**src/rtl/pipe_ctrl_pkg.sv**
```systemverilog
// Shared types for the pipeline stall/flush sequencer: FSM states, the
// shadow-scoreboard entry layout and the architectural zero register.
package pipe_ctrl_pkg;

    typedef enum logic [1:0] {
        RUN      = 2'd0,
        LU_STALL = 2'd1,
        MEM_WAIT = 2'd2
    } state_e;

    typedef struct packed {
        logic       valid;
        logic [4:0] rd;
        logic       wen;
        logic       is_load;
    } sb_entry_t;

    localparam logic [4:0] REG_X0 = 5'd0;

endpackage

```
**src/rtl/sat_counter.sv**
```systemverilog
// Saturating up-counter with synchronous clear; holds at all-ones instead
// of wrapping.
module sat_counter #(
    parameter int W = 32
) (
    input  logic         clk,
    input  logic         rst,
    input  logic         inc,
    input  logic         clear,
    output logic [W-1:0] cnt
);

    function automatic logic [W-1:0] sat_inc(input logic [W-1:0] v);
        return (&v) ? v : v + W'(1);
    endfunction

    always_ff @(posedge clk or posedge rst) begin
        if (rst) begin
            cnt <= '0;
        end else if (clear) begin
            cnt <= '0;
        end else if (inc) begin
            cnt <= sat_inc(cnt);
        end
    end

endmodule

```
**src/rtl/pipeline_ctrl.sv**
```systemverilog
// Stall/flush sequencer for the 5-stage pipeline: tracks EX/MEM/WB in a
// shadow scoreboard and derives per-stage enables and bubble injects.
module pipeline_ctrl
    import pipe_ctrl_pkg::*;
#(
    parameter int LU_CYCLES = 1,
    parameter int CNT_W     = 32
) (
    input  logic             clk,
    input  logic             rst,
    input  logic             id_valid,
    input  logic [4:0]       id_rs1,
    input  logic [4:0]       id_rs2,
    input  logic [4:0]       id_rd,
    input  logic             id_wen,
    input  logic             id_is_load,
    input  logic             ex_branch_taken,
    input  logic             mem_busy,
    output logic             pc_en,
    output logic             ifid_en,
    output logic             idex_en,
    output logic             exmem_en,
    output logic             memwb_en,
    output logic             ifid_flush,
    output logic             idex_flush,
    output logic             ex_valid,
    output logic             mem_valid,
    output logic             wb_valid,
    output logic [CNT_W-1:0] stall_cycles,
    output logic [CNT_W-1:0] flush_count
);

    localparam logic [2:0] LU_LOAD = 3'(LU_CYCLES - 1);

    state_e     state, state_nxt, ret_state, ret_nxt, eff_state;
    logic [2:0] lu_cnt, lu_cnt_nxt;
    sb_entry_t  sb_p0, sb_p1, sb_p2;
    logic       lu_hit, br_taken, wb_bubble;
    logic       pc_en_c, ifid_en_c, idex_en_c, exmem_en_c, memwb_en_c;
    logic       ifid_flush_c, idex_flush_c;
    logic       unused_wb;

    assign ex_valid  = sb_p0.valid;
    assign mem_valid = sb_p1.valid;
    assign wb_valid  = sb_p2.valid;
    // WB payload is shadowed for debug visibility only.
    assign unused_wb = ^{sb_p2.rd, sb_p2.wen, sb_p2.is_load};

    assign br_taken = ex_branch_taken & sb_p0.valid;
    assign lu_hit   = sb_p0.valid & sb_p0.is_load & sb_p0.wen & (sb_p0.rd != REG_X0)
                    & id_valid & ((id_rs1 == sb_p0.rd) | (id_rs2 == sb_p0.rd));

    // Leaving MEM_WAIT, the same cycle is judged under the saved state.
    assign eff_state = (state == MEM_WAIT) ? ret_state : state;

    always_comb begin
        pc_en_c      = 1'b1;
        ifid_en_c    = 1'b1;
        idex_en_c    = 1'b1;
        exmem_en_c   = 1'b1;
        memwb_en_c   = 1'b1;
        ifid_flush_c = 1'b0;
        idex_flush_c = 1'b0;
        wb_bubble    = 1'b0;
        state_nxt    = eff_state;
        ret_nxt      = ret_state;
        lu_cnt_nxt   = lu_cnt;
        if (mem_busy) begin
            pc_en_c    = 1'b0;
            ifid_en_c  = 1'b0;
            idex_en_c  = 1'b0;
            exmem_en_c = 1'b0;
            wb_bubble  = 1'b1;
            state_nxt  = MEM_WAIT;
            if (state != MEM_WAIT) begin
                ret_nxt = state;
            end
        end else if (br_taken) begin
            ifid_flush_c = 1'b1;
            idex_flush_c = 1'b1;
            state_nxt    = RUN;
            lu_cnt_nxt   = '0;
        end else if (eff_state == RUN && lu_hit) begin
            pc_en_c      = 1'b0;
            ifid_en_c    = 1'b0;
            idex_flush_c = 1'b1;
            lu_cnt_nxt   = LU_LOAD;
            state_nxt    = (LU_CYCLES > 1) ? LU_STALL : RUN;
        end else if (eff_state == LU_STALL) begin
            pc_en_c      = 1'b0;
            ifid_en_c    = 1'b0;
            idex_flush_c = 1'b1;
            if (lu_cnt <= 3'd1) begin
                lu_cnt_nxt = '0;
                state_nxt  = RUN;
            end else begin
                lu_cnt_nxt = lu_cnt - 3'd1;
            end
        end else begin
            state_nxt = RUN;
        end
    end

    assign pc_en      = pc_en_c    & ~rst;
    assign ifid_en    = ifid_en_c  & ~rst;
    assign idex_en    = idex_en_c  & ~rst;
    assign exmem_en   = exmem_en_c & ~rst;
    assign memwb_en   = memwb_en_c & ~rst;
    assign ifid_flush = ifid_flush_c | rst;
    assign idex_flush = idex_flush_c | rst;

    always_ff @(posedge clk or posedge rst) begin
        if (rst) begin
            state     <= RUN;
            ret_state <= RUN;
            lu_cnt    <= '0;
        end else begin
            state     <= state_nxt;
            ret_state <= ret_nxt;
            lu_cnt    <= lu_cnt_nxt;
        end
    end

    always_ff @(posedge clk or posedge rst) begin
        if (rst) begin
            sb_p0 <= '0;
            sb_p1 <= '0;
            sb_p2 <= '0;
        end else begin
            // ID -> EX
            if (idex_en_c) begin
                sb_p0.valid   <= id_valid & ~idex_flush_c;
                sb_p0.rd      <= id_rd;
                sb_p0.wen     <= id_wen;
                sb_p0.is_load <= id_is_load;
            end
            // EX -> MEM
            if (exmem_en_c) begin
                sb_p1 <= sb_p0;
            end
            // MEM -> WB
            if (memwb_en_c) begin
                sb_p2 <= sb_p1;
                if (wb_bubble) begin
                    sb_p2.valid <= 1'b0;
                end
            end
        end
    end

    sat_counter #(.W(CNT_W)) u_stall_cnt (
        .clk   (clk),
        .rst   (rst),
        .inc   (~pc_en_c),
        .clear (1'b0),
        .cnt   (stall_cycles)
    );

    sat_counter #(.W(CNT_W)) u_flush_cnt (
        .clk   (clk),
        .rst   (rst),
        .inc   (br_taken & ~mem_busy),
        .clear (1'b0),
        .cnt   (flush_count)
    );

endmodule

```
**config.mk**
```make
export PLATFORM = sky130hd
export DESIGN_NAME = pipeline_ctrl
export DESIGN_NICKNAME = d
export VERILOG_FILES = /design/src/rtl/pipe_ctrl_pkg.sv /design/src/rtl/sat_counter.sv /design/src/rtl/pipeline_ctrl.sv
export SDC_FILE = /design/constraint.sdc
export NUM_CORES = 1
export LEC_CHECK = 0
export CAP_MARGIN = 25
export CELL_PAD_IN_SITES_DETAIL_PLACEMENT = 0
export CELL_PAD_IN_SITES_GLOBAL_PLACEMENT = 1
export CORE_MARGIN = 2
export CORE_UTILIZATION = 38
export CTS_CLUSTER_SIZE = 30
export DETAILED_ROUTE_END_ITERATION = 10
export MAX_ROUTING_LAYER = met4
export PLACE_DENSITY = 0.84
export SLEW_MARGIN = 20
export SYNTH_ARGS = -nofsm -noshare
export SYNTH_HDL_FRONTEND = slang
export SYNTH_SLANG_ARGS = --single-unit
export TNS_END_PERCENT = 20
```
**constraint.sdc**
```tcl
create_clock -name clk -period 3 [get_ports clk]
set_input_delay 0.45 -clock clk [delete_from_list [all_inputs] [get_ports clk]]
set_output_delay 0.45 -clock clk [all_outputs]
set_load 0.05 [all_outputs]
```
Word level (Yosys, flattened, before mapping)
Index checks and enable logic that the tools add are counted.
{ "totals": {"regBits": 81, "latch_bits": 0, "mem_bits_rw": 0, "mem_bits_ro": 0, "in_bits": 22, "output_inout_bits": 74, "memories": 0} }
{ "op_classes": {"addsub": 3, "mul": 0, "div_mod_pow": 0, "magnitude_cmp": 1, "n_eq_ne": 5, "n_shift": 0, "mux": 23, "n_bitwise": 19, "reduce_logical": 10} }
{ "op_table": {"columns": ["operator", "count"], "rows": [
  ["$add A32 B1 Y32 const B", 2],
  ["$reduce_and A32 Y1", 2],
  ["$mux W1", 13],
  ["$mux W2", 6],
  ["$mux W3", 4],
  ["$and A1 B1 Y1", 10],
  ["$eq A5 B5 Y1", 2],
  ["$reduce_and A2 Y1", 4],
  ["$not A1 Y1", 6],
  ["$reduce_bool A5 Y1", 1],
  ["$le A3 B1 Y1 const B", 1],
  ["$or A1 B1 Y1", 3],
  ["$reduce_bool A3 Y1", 1],
  ["$sub A3 B1 Y3 const B", 1],
  ["$eq A2 B1 Y1 const B", 1],
  ["$eq A2 B2 Y1 const B", 1],
  ["$logic_not A2 Y1", 1],
  ["$ne A2 B2 Y1 const B", 1],
  ["$logic_and A1 B1 Y1", 1]
]} }

Logic depth before layout (Yosys ltp)
{ "depth": {"word_depth": 11, "mapped_depth": 9, "mapped_depth_nobuf": 7} }

Hierarchy
A second synthesis with hierarchy kept.
{ "hier_totals": {"cells_unflattened": 475, "area_unflattened_um2": 4570.6} }
{ "modules_own_cells": {"columns": ["module", "instances", "cells_each", "area_per_inst_um2", "seq_area_each_um2"], "rows": [
  ["sat_counter", 2, 191, 1784.2, 800.8],
  ["pipeline_ctrl", 1, 93, 1002.2, 425.4]
]} }

Worst setup path before layout
OpenSTA, ideal clock, no wires.
{ "synth_timing": {"kind": "input to output", "from": "input port rst", "to": "output port idex_flush", "arrival_time_ns": 3.897, "path_slack_ns": -1.347, "path_stages": 2, "path_buffers": 0, "cell_sequence": "inv_1 > o21ai_0"} }
{ "synth_between": {"elab_chain_len": 1} }
{ "synth_rtl": {"columns": ["item", "line", "source"], "rows": [
  ["from (decl)", "pipeline_ctrl.sv:10", "input logic rst,"],
  ["$or A1 B1 Y1", "pipeline_ctrl.sv:110", "assign idex_flush = idex_flush_c | rst;"],
  ["to (decl)", "pipeline_ctrl.sv:25", "output logic idex_flush,"]
]} }
Every way passes these cells.

Worst setup path after layout
{ "layout_timing": {"from": "input port id_rs1[0]", "to": "output port idex_flush"} }
{ "layout_between": {"elab_chain_len": 8} }
{ "layout_rtl": {"columns": ["item", "line", "source"], "rows": [
  ["from (decl)", "pipeline_ctrl.sv:12", "input logic [4:0] id_rs1,"],
  ["$eq A5 B5 Y1", "pipeline_ctrl.sv:51", "& id_valid & ((id_rs1 == sb_p0.rd) | (id_rs2 == sb_p0.rd));"],
  ["$or A1 B1 Y1", "pipeline_ctrl.sv:51", null],
  ["$and A1 B1 Y1", "pipeline_ctrl.sv:51", null],
  ["$logic_and A1 B1 Y1", "pipeline_ctrl.sv:83", "end else if (eff_state == RUN && lu_hit) begin"],
  ["$mux W1", "pipeline_ctrl.sv:83", null],
  ["$mux W1", "pipeline_ctrl.sv:78", "end else if (br_taken) begin"],
  ["$mux W1", "pipeline_ctrl.sv:68", "if (mem_busy) begin"],
  ["$or A1 B1 Y1", "pipeline_ctrl.sv:110", null]
]} }
Every way passes these cells.

==> results.cfg <==
[status]
status = finished clean

[floorplanning]
start_util_pct = 39.1
ioPinCount = 96
fp-row-count = 37
die_h_um = 107
die-area_mm2 = 0.0114
die_w_um = 107
core_area_mm2 = 0.0103

[pwr]
ir_drop_uv = 488
powerDensity_mw_per_mm2 = 546
leakagePower_uw = 0.00224
total_power_uw = 2940

[drt]
routed_wl_um = 9180
drt_first_pass_iters = 4
drtAntennaViolNets = 0
num_vias = 3195
remaining_drc_errors = 0
wl_per_cell_um = 14.6
drt_iter0_drc = 93
viasPerCell = 5.08

[setup_path]
criticalPathCategory = in -> out
worst_setup_path_end_kind = output port
r2r_end = u_stall_cnt.cnt[24]
cp_cell_sequence = clkdlybuf4s50_1 -> xnor2_1 -> nand3_1 -> o22ai_1 -> a21oi_1 -> o21ai_0 -> buf_12
rr_worst_depth = 7
critPathCapture = idex_flush
cpPeakStageDelay_ns = 0.49
critPathLaunchType = input port
cpMaxStageDelayCell = clkdlybuf4s50_1
rrSetupSlack_ns = 0.62
cp_max_fo = 4
required_ns = 2.55
critPathArrivalTime_ns = 2.29
crit_start = id_rs1[0]
rr_startpoint = sb_p0[3]

[placement]
dp_hpwl_um = 6700
io_buffers = 95
placed_cells = 613
routabilityCongestion = 0.841

[synthesis]
synthesis.nets = 410
yosys-top-cells-area = dfrtp_1 50%, xor2_1 8.3%, xnor2_1 7.2%
synth-warning-count = 0
synth-edff-count = 0
ys_seq_area_share_pct = 50.4
avgSynthCellArea_um2 = 10.4
ys_types = 42
yosys.area.top_type = dfrtp_1
synth_area_mm2 = 0.00402
synth_top_area_share_pct = 50.4
ys.flop_type = dfrtp_1
synth-seq-cells = 81
async_reset_ff_share_pct = 100
syn_inst = 385

[cts]
postCtsSetupRepairBufs = 0
cts_resized = 0
clock-root-buffer = clkbuf_8
cts_buffer_depth = 2
clkLatencyLatePin_ns = 0.35
cts_tree = yes
holdBufCountCts = 0
cts_buffers = 9
htree_levels = 3
clk_pin_slew_ns = 0.08
clkSinkCount = 81

[global_routing]
track_usage_pct = 17.5
grt_max_degree = 44
grt_overflow = 0
antenna_found_initial = 0
grt_pass1_wl_um = 15600
grt_pass1_vias = 3254

[cells_and_area]
n_antenna_cell = 0
layout_commonest_cell = clkdlybuf4s50_1
drive_gt1_share_pct = 10.5
layout_common_cells = 88 x clkdlybuf4s50_1, 81 x dfrtp_1, 38 x xor2_1
nets = 513
area_growth_pct = 33.8
stdcell_count = 629

[flow_run]
maxCapViolations = 0

[timing]
hold_viol = 0
clock.fmax_mhz = 365
grt_setup_unrepaired = false
finalCritPeriodShare_pct = 91.3
finalClockSkew_ns = 0.0111
tightest_slew_ns = 0.787
relSlewSlack_pct = 47.0
period_minus_slack_ns = 2.74
setup_viol = 0
drv_slew = 0

[min_path]
hp-class = in -> async
## where the power goes
group | internal (uW) | switching, uW | total [uW]
Sequential | 1200 | 150 | 1350
Combinational | 331 | 560 | 892
Clock | 298 | 397 | 695
Total | 1830 | 1110 | 2940
## worst max-delay path: cells and delay by family
kind	cells	cell delay, ns
AO/OA/AOI/OAI	3	0.94
buffers and inverters	2	0.68
XOR/XNOR	1	0.12
AND/OR/NAND/NOR	1	0.09
## logic make-up after synthesis
logic type | count (synthesis) | synth area share [%]
AND/OR/NAND/NOR | 177 | 24.0
flip-flops | 81 | 50.4
XOR/XNOR | 71 | 15.5
multiplexers | 11 | 3.27
AO/OA/AOI/OAI | 18 | 2.89
adder cells (fa/ha/maj) | 3 | 0.934
buffers and inverters | 24 | 2.99
## layer usage
| layer | share of wire, % | vias up | track usage (%) |
|---|---|---|---|
| met2 | 47 | 77 | 26.5 |
| met4 | 0.97 | 0 | 5.66 |
| met5 | 0 | - | - |
| met1 | 48 | 1550 | 23.8 |
| met3 | 4.0 | 8 | 3.59 |
| li1 | - | 1560 | - |
## synth_stat cells (3+ instances only)
library cell and n:
a21oi_1 4, and3_1 10, and4_1 9, buf_2 6, clkbuf_1 3, dfrtp_1 81, ha_1 3, inv_1 10
mux2_2 9, nand2_1 35, nand3_1 26, nand4_1 23, nor2_1 28, nor2b_1 3, nor3_1 15, nor4_1 11
o21ai_0 7, xnor2_1 33, xor2_1 38
## state kept, by name, summed over array words and instances, names as in the netlist
register,flops
ex_valid,1
lu_cnt,3
mem_valid,1
ret_state,2
sb_p0,7
state,2
u_flush_cnt.cnt,32
u_stall_cnt.cnt,32
wb_valid,1
## layout make-up
type / instances / area [um^2]
clock buffer: 11 / 131
clock inverter: 5 / 32.5
fill: 937 / 4900
inverter: 10 / 41.3
multi-input combinational: 280 / 1880
sequential: 81 / 2030
tap: 136 / 170
timing repair buffer: 106 / 1090
## per-stage QoR
step / hold slack [ns] / utilization [%] / worst slack, ns / setup TNS [ns] / instance area [um^2]
CTS: 0.393 / 52.3 / 0.234 / 0 / 5380
global placement: 0.466 / 50.7 / 0.323 / 0 / 5210
detailed placement: 0.485 / 50.7 / 0.274 / 0 / 5210
floorplan: 0.451 / - / -0.317 / -0.586 / 4020
global route: 0.396 / 52.3 / 0.0475 / 0 / 5380
finish: 0.411 / 52.3 / 0.260 / 0 / 5380
## worst min-delay path by stage
| stage | startpoint | endpoint | slack, ns | depth (start not counted) |
|---|---|---|---|---|
| 6_report | rst | lu_cnt[1] | 0.41 | 2 |
| 3_3_place_gp | lu_cnt[2] | lu_cnt[2] | 0.47 | 1 |
| 2_1_floorplan | lu_cnt[2] | lu_cnt[2] | 0.45 | 1 |
| 5_1_grt | rst | lu_cnt[1] | 0.40 | 2 |
| 3_5_place_dp | lu_cnt[2] | lu_cnt[2] | 0.48 | 1 |
| 4_1_cts | rst | sb_p0[0] | 0.39 | 2 |
No activity file was read; power rests on OpenSTA's default activity.
